## src/rtl/cache_controller.sv

```systemverilog
// cache_controller: direct-mapped write-through cache sequencer (tag/valid arrays, data-array strobes, memory handshake)
// Optional hit/miss counters are built when CACHE_PERF_CNT_EN is defined.
module cache_controller #(
  parameter int ADDR_WIDTH  = 32,
  parameter int CACHE_LINES = 4,
  parameter int INDEX_BITS  = 2,
  parameter int OFFSET_BITS = 4,
  parameter int TAG_BITS    = ADDR_WIDTH - INDEX_BITS - OFFSET_BITS
) (
  input  logic                  clk,
  input  logic                  rst,
  input  logic                  flush,
  input  logic                  cpu_req,
  input  logic                  cpu_we,
  input  logic [ADDR_WIDTH-1:0] cpu_addr,
  output logic                  cpu_ready,
  output logic                  cpu_hit,
  output logic                  mem_req,
  output logic                  mem_we,
  output logic [ADDR_WIDTH-1:0] mem_addr,
  input  logic                  mem_ack,
  output logic [ADDR_WIDTH-1:0] arr_addr,
  output logic                  read_data,
  output logic                  refill,
  output logic                  update,
`ifdef CACHE_PERF_CNT_EN
  output logic [31:0]           hit_cnt,
  output logic [31:0]           miss_cnt,
`endif
  output logic                  arr_clr
);
  localparam logic [2:0] IDLE = 3'd0, COMPARE = 3'd1, RESP = 3'd2, MEM_RD = 3'd3, REFILL = 3'd4, MEM_WR = 3'd5;
  logic [2:0] state;
  logic [ADDR_WIDTH-1:0] req_addr;
  logic req_we, first, hit_q, hit;
  logic [1:0] beat;
  logic [CACHE_LINES-1:0] valid;
  logic [TAG_BITS-1:0] tags [CACHE_LINES];
  logic [INDEX_BITS-1:0] idx;
  logic [TAG_BITS-1:0] req_tag;
  always_comb begin
    idx = req_addr[OFFSET_BITS+INDEX_BITS-1:OFFSET_BITS];
    req_tag = req_addr[ADDR_WIDTH-1:OFFSET_BITS+INDEX_BITS];
    hit = valid[idx] && tags[idx] == req_tag;
    cpu_ready = state == RESP;
    cpu_hit = cpu_ready && hit_q;
    mem_req = state == MEM_RD || state == MEM_WR;
    mem_we = state == MEM_WR;
    mem_addr = state == MEM_RD ? {req_addr[ADDR_WIDTH-1:OFFSET_BITS], {OFFSET_BITS{1'b0}}} :
               state == MEM_WR ? req_addr : '0;
    read_data = state == COMPARE && !req_we && hit;
    update = state == COMPARE && req_we && hit;
    refill = state == REFILL;
    arr_addr = refill ? {req_addr[ADDR_WIDTH-1:OFFSET_BITS], OFFSET_BITS'({beat, 2'b00})} :
               (read_data || update) ? req_addr : '0;
    // gated by rst so a flush held through reset cannot leak a clear strobe
    arr_clr = rst && state == IDLE && flush;
  end
  always_ff @(posedge clk or negedge rst) begin
    if (!rst) begin
      state <= IDLE;
      req_addr <= '0;
      req_we <= 1'b0;
      first <= 1'b0;
      hit_q <= 1'b0;
      beat <= '0;
      valid <= '0;
      for (int i = 0; i < CACHE_LINES; i++) tags[i] <= '0;
    end else begin
      case (state)
        IDLE:
          if (flush) valid <= '0;
          else if (cpu_req) begin
            req_addr <= cpu_addr;
            req_we <= cpu_we;
            first <= 1'b1;
            state <= COMPARE;
          end
        COMPARE: begin
          if (first) hit_q <= hit;
          first <= 1'b0;
          state <= req_we ? MEM_WR : hit ? RESP : MEM_RD;
        end
        MEM_RD:
          if (mem_ack) begin
            beat <= '0;
            state <= REFILL;
          end
        REFILL: begin
          beat <= beat + 2'd1;
          if (beat == 2'd3) begin
            valid[idx] <= 1'b1;
            tags[idx] <= req_tag;
            state <= COMPARE;
          end
        end
        MEM_WR: if (mem_ack) state <= RESP;
        RESP: state <= IDLE;
        default: state <= IDLE;
      endcase
    end
  end
`ifdef CACHE_PERF_CNT_EN
  always_ff @(posedge clk or negedge rst) begin
    if (!rst) begin
      hit_cnt <= '0;
      miss_cnt <= '0;
    end else if (state == COMPARE && first) begin
      if (hit && ~&hit_cnt) hit_cnt <= hit_cnt + 32'd1;
      if (!hit && ~&miss_cnt) miss_cnt <= miss_cnt + 32'd1;
    end
  end
`endif
endmodule
```

## config.mk

```make
export PLATFORM = sky130hd
export DESIGN_NAME = cache_controller
export DESIGN_NICKNAME = d
export VERILOG_FILES = /design/src/rtl/cache_controller.sv
export SDC_FILE = /design/constraint.sdc
export NUM_CORES = 1
export LEC_CHECK = 0
export ABC_AREA = 1
export BUFFER_PORTS_ARGS = -buffer_cell sky130_fd_sc_hd__buf_2
export CORE_AREA = 3 3 121 123
export CTS_BUF_LIST = sky130_fd_sc_hd__clkbuf_2
export DETAILED_ROUTE_END_ITERATION = 8
export DIE_AREA = 0 0 124 126
export GPL_TIMING_DRIVEN = 1
export PLACE_DENSITY = 0.77
export SETUP_SLACK_MARGIN = 0.3
export SLEW_MARGIN = 20
export SYNTH_ARGS = -nofsm -noshare
export SYNTH_HDL_FRONTEND = slang
export SYNTH_SLANG_ARGS = --single-unit
```

## constraint.sdc

```tcl
create_clock -name clk -period 3 [get_ports clk]
set_input_delay 0.6 -clock clk [delete_from_list [all_inputs] [get_ports clk]]
set_output_delay 0.6 -clock clk [all_outputs]
set_load 0.03 [all_outputs]
```

==> impl_metrics.json <==
{
  "outcome": "complete, but fails checks",
  "violations": "negative setup slack",
  "layout_commonest_cell": "nand2_1",
  "dp_hpwl_mm": 13.84,
  "peakVddDrop_v": 0.0005699,
  "cp.buffers_inverters": 4,
  "critPathMaxFanout": 11,
  "finalHoldViolCount": 0,
  "die_height_um": 126,
  "grt-ovfl-total": 0,
  "die_area_mm2": 0.01562,
  "seq_area_mm2": 0.003709,
  "powerDensity_mw_per_mm2": 1044,
  "rows": 43,
  "cp.required_ns": 2.40,
  "synth_compound_area_frac": 0.1393,
  "synth_top_area_frac": 0.4978,
  "cts_tree": "built",
  "start_util": 0.5402,
  "worstSetupEndpoint": "arr_addr[26]",
  "gp_congestion": 0.9291,
  "yosys.area_share.simple": 0.2778,
  "final_cell_mix": "nand2_1 (326), dfrtp_1 (144), o21ai_0 (119)",
  "clock.fmax_ghz": 0.2634,
  "grt_use_met3": 0.05209,
  "crit_family": "simple AND/OR/NAND/NOR gates",
  "final_area_mm2": 0.009228,
  "fin_skew_ns": 0.03699,
  "multi_input_area_mm2": 0.003374,
  "grt_pass1_vias": 6744,
  "drive_gt1_frac": 0.2067,
  "min_period_ns": 3.796,
  "clk_pin_slew_worst_paths_ns": 0.21,
  "r2r_setup_slack_ns": 0.53,
  "synth_fa_ha_area_frac": 0.001682,
  "setup_viol": 34,
  "synth_top_family_by_area": "simple AND/OR/NAND/NOR gates",
  "min_from": "mem_ack",
  "r2r_cells": 10,
  "hold_depth": 2,
  "synth_area_leaders": "dfrtp_1 (50%), nand2_1 (17%), o21ai_0 (8.3%), nor2_1 (7.3%), inv_1 (5.2%)",
  "cts.sinks": 148,
  "syn_avg_cell_area_um2": 7.147,
  "seq_area_frac_synth": 0.4978,
  "grt_pass1_wl_mm": 33.55,
  "end_kind": "output pin",
  "route.detailed.drc": 0,
  "r2r-end": "tags[11]",
  "start_kind": "flip-flop",
  "synth_top_cell_by_area": "dfrtp_1",
  "antenna_found_initial": 1,
  "clk_latency_ns": 0.75,
  "power_mw": 9.630,
  "hp-class": "input port to flip-flop",
  "worstMarginPinSlew_ns": 0.7725,
  "crit_chain": "inv_4 > nand2_2 > inv_2 > a21oi_1 > nand2_1 > nand2_1 > nand3_1 > nor2_2 > nand2_2 > nor2_4 > nand3_4 > clkbuf_16 > a21oi_1 > buf_4",
  "cts_buffers": 17,
  "track_usage": 0.2746,
  "slowest_delay_ns": 0.55,
  "path_depth": 14,
  "crit_slowest_cell": "dfrtp_2",
  "finalWorstSetupSlack_ns": -0.7963,
  "busiest_layer": "met2",
  "arrival_ns": 3.20,
  "yosysWarnings": 0,
  "numPortBuffers": 109,
  "avgRoutedWirePerCell_um": 16.15,
  "htree_num_levels": 4,
  "synth.cell_area_mm2": 0.007440,
  "antenna_left": 0,
  "synthCells": 1041,
  "syn_nets": 1080,
  "fin_util": 0.6700,
  "fill_cells": 1177,
  "use_met2": 0.4200,
  "ys_ff_latch": 148,
  "crit_type": "flip-flop to output pin",
  "dr.pass1.iters": 6,
  "clockRootBuffer": "clkbuf_2",
  "final_max_slew_viol_count": 0,
  "core_mm2": 0.01377,
  "synthMuxAreaShare": 0,
  "drt_iter0_drc": 771,
  "synth.distinct_cells": 25,
  "cp-startpoint": "req_addr[4]",
  "min_period_over_period": 1.265,
  "wl_mm": 21.83,
  "dr_total_vias": 7324,
  "fin_setup_tns_ns": -23.40,
  "synthXorXnorAreaFrac": 0,
  "grt_max_degree": 149,
  "vias_per_cell": 5.417,
  "clockBufferDepth": 2,
  "rsz0062_at_grt": "yes",
  "nNetsFinal": 1197,
  "dpl_cell_area_mm2": 0.008308,
  "worstReg2RegStart": "state[1]",
  "slew-limit-headroom": 0.4850,
  "grt_util_met1": 0.3870,
  "die_x_um": 124,
  "place_ws_ns": 0.04860,
  "maxCapViolations": 0,
  "leakage_nw": 4.771,
  "num_io_pins": 110,
  "syn2layout_area_growth_pct": 24.03
}
report_power, final:
part | internal [mW] | switching, mW
logic | 1.74 | 3.32
clock network | 0.554 | 0.712
registers | 2.78 | 0.520
metal layers:
metal  share of wire  vias to the layer above
met5               0                        -
met3           0.066                       47
met2            0.48                      276
met1            0.42                     3500
li1                -                     3501
met4           0.026                        0
synthesized netlist by cell type:
cell type	n
o22ai_1	2
o31ai_1	1
nand3_1	33
nor3b_1	2
o211ai_1	1
buf_2	12
buf_4	4
nand4_1	4
a211oi_1	1
nand2_1	337
dfrtp_1	148
and2_1	1
inv_1	103
inv_2	5
and3_1	1
o21ai_0	123
ha_1	1
o21ai_1	2
nor2_2	2
clkbuf_2	1
clkbuf_1	32
nor2_1	145
nor3_1	4
nand3b_1	1
a21oi_1	75
worst register-to-register path: stages, from the launching register on:
cell	delay [ns]
dfrtp_2	0.51
nor2_2	0.14
inv_1	0.09
nor2_2	0.26
inv_2	0.25
nor2_1	0.15
inv_1	0.12
nor2_1	0.16
inv_1	0.27
buf_12	0.27
o21ai_0	0.18
state kept, by name (all words and copies together) (netlist names):
name	flops
tags	104
state	3
valid	4
beat	2
req_we	1
req_addr	32
first	1
hit_q	1
cells by family (layout without fill, tap and decap cells):
family / after synthesis / after routing
compound gates: 205 / 205
fa+ha+maj: 1 / 1
buf+inv: 157 / 287
flops: 148 / 148
other cells: 0 / 1
simple gates: 530 / 530
worst min-delay path by stage:
| stage | endpoint | slack [ns] |
|---|---|---|
| 2_1_floorplan | beat[0] | 0.30 |
| 3_3_place_gp | tags[4] | 0.47 |
| 3_5_place_dp | tags[33] | 0.47 |
| 4_1_cts | state[1] | 0.006 |
| 5_1_grt | state[1] | -0.009 |
| 6_report | state[1] | 0.05 |
timing repair:
| action | CTS | global route |
|---|---|---|
| setup endpoints to repair | 63 | 66 |
| gates resized for setup | 94 | 91 |
| endpoints found under the hold margin | 33 | 0 |
| gates cloned | 0 | 3 |
| pin swaps | 4 | 4 |
| hold buffers | 1 | 0 |
| setup buffers | 0 | 4 |
layout make-up:
class,count,area share
multi-input combinational,736,0.3657
tap,180,0.02441
clock inverter,11,0.01722
antenna,1,0.0002712
timing repair buffer,147,0.1344
clock buffer,21,0.01139
inverter,108,0.04475
sequential,148,0.4019
through the flow:
stage,std cells,hold WS [ns]
after floorplan,1041,0.3044
after global placement,1311,0.4667
after detailed placement,1311,0.4732
after CTS,1344,0.006310
after global routing,1352,-0.009471
final,1352,0.04989
Note: power is estimated with default switching activity, not from simulation.
